## config.mk

```make
export PLATFORM = sky130hd
export DESIGN_NAME = branch_resolve_unit
export DESIGN_NICKNAME = d
export VERILOG_FILES = /design/src/rtl/branch_resolve_unit.sv
export SDC_FILE = /design/constraint.sdc
export NUM_CORES = 1
export LEC_CHECK = 0
export CAP_MARGIN = 25
export CORE_UTILIZATION = 53
export CTS_BUF_LIST = sky130_fd_sc_hd__clkbuf_4 sky130_fd_sc_hd__clkbuf_8
export DETAILED_ROUTE_END_ITERATION = 10
export PLACE_DENSITY = 0.89
export SYNTH_ARGS = -nofsm -noshare
export SYNTH_HDL_FRONTEND = slang
export SYNTH_SLANG_ARGS = --single-unit
```

## constraint.sdc

```tcl
create_clock -name clk -period 2.5 [get_ports clk]
set_input_delay 0.5 -clock clk [delete_from_list [all_inputs] [get_ports clk]]
set_output_delay 0.5 -clock clk [all_outputs]
set_load 0.05 [all_outputs]
```

## src/rtl/branch_resolve_unit.sv

```systemverilog
// Resolves RISC-V conditional branches and JAL from ALU subtract flags, holds a
// redirect request until fetch acknowledges it, then drains with flushes asserted.
module branch_resolve_unit #(
    parameter int unsigned DRAIN_CYCLES = 1,
    parameter int unsigned COUNT_W      = 16
) (
    input  logic               clk,
    input  logic               rst,
    input  logic               BranchE,
    input  logic               JumpE,
    input  logic [2:0]         funct3E,
    input  logic               Zero,
    input  logic               Negative,
    input  logic               Carry,
    input  logic               OverFlow,
    input  logic [31:0]        PCE,
    input  logic [31:0]        ImmExtE,
    input  logic               RedirectAck,
    output logic               PCSrcM,
    output logic [31:0]        PCTargetM,
    output logic               FlushD,
    output logic               FlushE,
    output logic               BusyE,
    output logic               IllegalBr,
    output logic [COUNT_W-1:0] TakenCount
);

    typedef enum logic [1:0] {
        ST_IDLE  = 2'b00,
        ST_REDIR = 2'b01,
        ST_DRAIN = 2'b10
    } state_e;

    localparam logic [3:0] DRAIN_LOAD = 4'(DRAIN_CYCLES);

    state_e             state_q;
    logic [3:0]         drain_q;
    logic               pcsrc_q;
    logic               flush_q;
    logic               illegal_q;
    logic [31:0]        target_q;
    logic [COUNT_W-1:0] count_q;

    logic cond;
    logic illegal_f3;
    logic take;

    // Branch condition decoded from the flags of A-B.
    // NOTE: every always_comb output gets a default first so no path can infer a latch.
    always_comb begin
        cond       = 1'b0;
        illegal_f3 = 1'b0;
        case (funct3E)
            3'b000: cond = Zero;
            3'b001: cond = ~Zero;
            3'b100: cond = Negative ^ OverFlow;
            3'b101: cond = ~(Negative ^ OverFlow);
            3'b110: cond = ~Carry;
            3'b111: cond = Carry;
            3'b010,
            3'b011: illegal_f3 = 1'b1;
        endcase
        take = JumpE | (BranchE & cond);
    end

    // NOTE: sequential state uses non-blocking assignments and an asynchronous active-low reset.
    always_ff @(posedge clk or negedge rst) begin
        if (!rst) begin
            state_q   <= ST_IDLE;
            drain_q   <= 4'd0;
            pcsrc_q   <= 1'b0;
            flush_q   <= 1'b0;
            illegal_q <= 1'b0;
            target_q  <= 32'd0;
            count_q   <= '0;
        end else begin
            case (state_q)
                ST_IDLE: begin
                    if (BranchE && illegal_f3) begin
                        illegal_q <= 1'b1;
                    end
                    if (take) begin
                        target_q <= PCE + ImmExtE;
                        pcsrc_q  <= 1'b1;
                        flush_q  <= 1'b1;
                        state_q  <= ST_REDIR;
                        if (count_q != '1) begin
                            count_q <= count_q + COUNT_W'(1);
                        end
                    end
                end
                ST_REDIR: begin
                    if (RedirectAck) begin
                        pcsrc_q <= 1'b0;
                        drain_q <= DRAIN_LOAD;
                        state_q <= ST_DRAIN;
                    end
                end
                ST_DRAIN: begin
                    // Flushes drop on the edge where the counter reads one.
                    if (drain_q == 4'd1) begin
                        flush_q <= 1'b0;
                        drain_q <= 4'd0;
                        state_q <= ST_IDLE;
                    end else begin
                        drain_q <= drain_q - 4'd1;
                    end
                end
                default: begin
                    pcsrc_q <= 1'b0;
                    flush_q <= 1'b0;
                    state_q <= ST_IDLE;
                end
            endcase
        end
    end

    assign PCSrcM     = pcsrc_q;
    assign PCTargetM  = target_q;
    assign FlushD     = flush_q;
    assign FlushE     = flush_q;
    assign BusyE      = flush_q;
    assign IllegalBr  = illegal_q;
    assign TakenCount = count_q;

endmodule
```

==> metrics.txt, run 1 <==
outcome=did not finish; Last stage=global routing (5_1_grt); Run Error=[ERROR GRT-0232] Routing congestion too high. Check the congestion heatmap in the GUI.; Most used DFF post-synth=dfrtp_1; hold buffers post-CTS=0; Yosys cell types=61; largest net degree at the start of global routing=29; HPWL after DPL=approximately 12000 µm; clock sinks=57; Ports=129; Clock Tree Buf Depth=2; Inserted Clock Buffers=9; grt repair worst endpoint=PCTargetM[25]$_DFFE_PN0P_/D; Synth Register Bits=57; area of the mapped netlist=4323 µm²; part of the Yosys area used for sequential elements=33.00%; Max H-tree Level=3; number of enable flip-flop cells after synthesis=0; asr flop ratio synth=100.0%; Worst-path end type=register data pin; GP Congestion=between 0.9 and 1; row count=32; die height=92.31 µm; Syn Nets=609; Ys Warns=0; die width=92.31 µm; average cell area after synthesis=around 8.7 µm²; Starting Density=55.37%; Total GRT Usage=63.49%; Root Buffer=clkbuf_8; Mapped Cells=498; total gr overflow=2; Place WS=-571.3 ps; # port buffers=128
[through the flow]
stage	cell area, µm²	TNS (ps)	instances
3_5_place_dp	6394	-9133	802
3_3_place_gp	6394	-6516	802
4_1_cts	6728	-18.43	826
2_1_floorplan	4323	0	498
[routing by layer]
layer | overflow | GRT usage [%]
met1 | 0 | 66.53
met3 | 0 | 34.32
met2 | 1 | 88.89
met4 | 1 | 61.59
met5 | 0 | 0
[synth_stat cells (all sizes together) (4+ instances only)]
| master | count | area, µm² |
|---|---|---|
| o31a | 4 | 35.03 |
| buf | 17 | 91.33 |
| nand4 | 19 | 118.9 |
| a21oi | 40 | 200.2 |
| and3 | 5 | 31.28 |
| or3 | 6 | 37.54 |
| nor2 | 24 | 90.09 |
| xor2 | 11 | 96.34 |
| nor2b | 4 | 25.02 |
| xnor2 | 25 | 219.0 |
| o21bai | 5 | 37.54 |
| nand3 | 19 | 95.09 |
| nor3 | 10 | 55.05 |
| dfrtp | 57 | 1426 |
| a21o | 8 | 60.06 |
| o211ai | 5 | 37.54 |
| a211oi | 6 | 50.05 |
| o221ai | 4 | 35.03 |
| clkbuf | 10 | 37.54 |
| ha | 34 | 425.4 |
| nand2 | 62 | 235.2 |
| o31ai | 4 | 30.03 |
| or4 | 5 | 37.54 |
| o21ai | 41 | 205.2 |
| o2111ai | 5 | 43.79 |
| inv | 10 | 37.54 |
| o21a | 13 | 97.59 |
[what timing repair did]
action / 4_1_cts
pin swaps: 14
resized for setup: 23
endpoints found under the setup margin: 15
hold endpoints to repair: 0
buffers inserted: 8
[logic make-up after synthesis]
kind of cell / Yosys count / synth area share [%]
AOI/OAI and AO/OA: 165 / 26.08
xor gates and xnor gates: 36 / 7.294
adders and majority gates: 35 / 10.30
buffers and inverters: 37 / 3.850
DFF: 57 / 33.00
muxes: 3 / 0.7814
and+or+nand+nor: 165 / 18.70
==> run 2: changes to the inputs <==
--- a/config.mk
+++ b/config.mk
@@ -6,10 +6,9 @@
 export NUM_CORES = 1
 export LEC_CHECK = 0
 export CAP_MARGIN = 25
-export CORE_UTILIZATION = 53
-export CTS_BUF_LIST = sky130_fd_sc_hd__clkbuf_4 sky130_fd_sc_hd__clkbuf_8
+export CORE_UTILIZATION = 40
 export DETAILED_ROUTE_END_ITERATION = 10
-export PLACE_DENSITY = 0.89
+export PLACE_DENSITY_LB_ADDON = 0.15
 export SYNTH_ARGS = -nofsm -noshare
 export SYNTH_HDL_FRONTEND = slang
 export SYNTH_SLANG_ARGS = --single-unit
==> run 2 against run 1 <==
The run now ends clean. Synthesized cell count is the same. Area after synthesis unchanged.
==> metrics.txt, run 2 <==
worst hold path type=in -> async; Detailed Routing Iterations Pass 1=4; max FFs per register=32; Setup TNS=0 ps; drt total wl=~13000 µm; # port buffers=128 (unchanged); initial antenna violation count=0; nets@finish=823; Routed Antenna Nets=0; most frequent cells in the layout=120 x clkdlybuf4s50_1, 97 x buf_4, 61 x nand2_1; P&R area growth vs syn=59.83%; Worst EP arrival=2730 ps; Total GRT Usage=23.84%; outcome=finished, final reports clean; Ant. Diodes=0; Slew HR=just under 60%; Reg clk slew, reported paths=70 ps; die width=106.0 µm (+15%); Synth top area share=33.00% (unchanged); CP Launch Type=input pin; Placed Instances=834 (+4.0%); leak pwr=2.945 nW; hold buffers post-CTS=0 (unchanged); post-layout util=66.33%; Max H-tree Level=3 (unchanged); CP required=2770 ps; pwr dens=slightly below 900 nW/µm²; DR DRC count=0; area of the mapped netlist=4323 µm² (unchanged); DRT iter0 DRCs=about 180; max frequency=0.4068 GHz; first-pass GRT wire length=21630 µm; Yosys cell types=61 (unchanged); HPWL after DPL=10480 µm (-10%); CTS tree=done; Crit. End Element=register; Vias/cell=5.462; Critical Path Fanout Max=7; Die ar.=11230 µm²; Syn Nets=609 (unchanged); part of the Yosys area used for sequential elements=33.00% (unchanged); synth top area cells=dfrtp_1 33%, ha_1 9.8%, nand2_1 5.3%; Most used DFF post-synth=dfrtp_1; Tmin final=2458 ps; average cell area after synthesis=8.681 µm² (unchanged); core area=between 10000 and 15000 µm²; total gr overflow=0; Clock Tree Buf Depth=2 (unchanged); largest net degree at the start of global routing=35; Ys Warns=0 (unchanged); Final Setup Violations=0; Worst-Margin Slew=632.2 ps; final std cells w/o fill=roughly 850; most common cell after layout, fill and taps aside=clkdlybuf4s50_1; Clock Skew=6.634 ps; vias in the first global route=4568; Synth Register Bits=57 (unchanged); asr flop ratio synth=100.0% (unchanged); maximum VDD drop=641.4 µV; Final Max Tran Viols=0; vias=4659; Ports=129 (unchanged); Root Buffer=clkbuf_8; Inserted Clock Buffers=9 (unchanged); most frequent cell after synthesis=nand2_1; GP Congestion=0.9081 (-5.5%); row count=37 (+16%); unrepaired setup endpoints after global routing=yes; Mapped Cells=498 (unchanged); number of enable flip-flop cells after synthesis=0 (unchanged); Fin. Hold Viols=0; share of post-route cells with drive strength above 1=23.15%; critical path type=in -> reg; synth cell count leaders=61 x nand2_1, 57 x dfrtp_1, 40 x a21oi_1; die height=106.0 µm (+15%); post-DR wirelength/cell=about 16 µm; Starting Density=41.50% (-14 points); final cycle utilization of the critical path=98.32%; most area-hungry cell type in the Yosys netlist=dfrtp_1; Clock Latency Late Sink=330 ps; Max Cap Viol=0; clock sinks=57 (unchanged); WHS=177.4 ps
==> run 2: critical path, stage by stage <==
cell             delay (ps)
clkdlybuf4s50_1         450
ha_4                    330
and3_4                  200
and3_1                  190
a21oi_2                  80
o31a_1                  270
buf_4                   150
or4_1                   460
nand3_1                 100
==> run 2: logic make-up after synthesis <==
family	synth area share, %
xor gates and xnor gates	7.294
AOI/OAI and AO/OA	26.08
and+or+nand+nor	18.70
adders and majority gates	10.30
DFF	33.00
buffers and inverters	3.850
muxes	0.7814
==> run 2: final cells by class <==
cell class                 count  area [µm²]
multi-input combinational    404        2990
clock buffer                   9       123.9
clock inverter                 7       46.29
timing repair buffer         230        2115
sequential                    57        1426
tap                          136       170.2
inverter                      10       37.54
fill                         885        3507
==> run 2: per-layer routing <==
| metal | up-vias | global-route usage, % | routed length (µm) |
|---|---|---|---|
| li1 | 2286 | - | - |
| met1 | 2237 | 32.04 | 6156 |
| met2 | 132 | 40.94 | 6593 |
| met3 | 4 | 3.311 | 548 |
| met4 | 0 | 4.663 | 59 |
| met5 | - | 0 | 0 |
==> run 2: through the flow <==
stage | power (mW) | worst slack, ps | cell area (µm²)
global route | 6.416 | -57.72 | 6909
finish | 6.078 | 42.02 | 6909
floorplan | 3.778 | 18.83 | 4323
CTS | 6.036 | -8.618 | 6653
detailed placement | 5.239 | -492.9 | 6446
global placement | 5.171 | -419.7 | 6446
==> run 2: path summary, 6_finish.rpt <==
| check | start | end | slack, ps | cells past startpoint |
|---|---|---|---|---|
| max | PCE[10] | PCTargetM[28] | 40 | 9 |
| min | rst | drain_q[2] | 180 | 1 |
| max reg2reg | state_q[0] | TakenCount[15] | 620 | 4 |
| min reg2reg | PCTargetM[16] | PCTargetM[16] | 480 | 2 |
| max in group asynchronous | rst | PCTargetM[9] | 1710 | 2 |
| min in group clk | PCTargetM[16] | PCTargetM[16] | 480 | 2 |
==> run 2: power breakdown <==
part           internal [mW]  total (mW)  leakage [nW]  switching, mW
Clock                  0.357       0.769        0.0814          0.412
Sequential              1.28        1.59         0.711          0.306
Combinational           1.49        3.72          2.15           2.23
==> run 2: what timing repair did <==
action,in CTS,in global routing
hold endpoints to repair,0,0
buffers inserted,2,1
pin swaps,8,7
gates resized for setup,9,39
endpoints found under the setup margin,15,11
(Power assumes the default switching activity.)
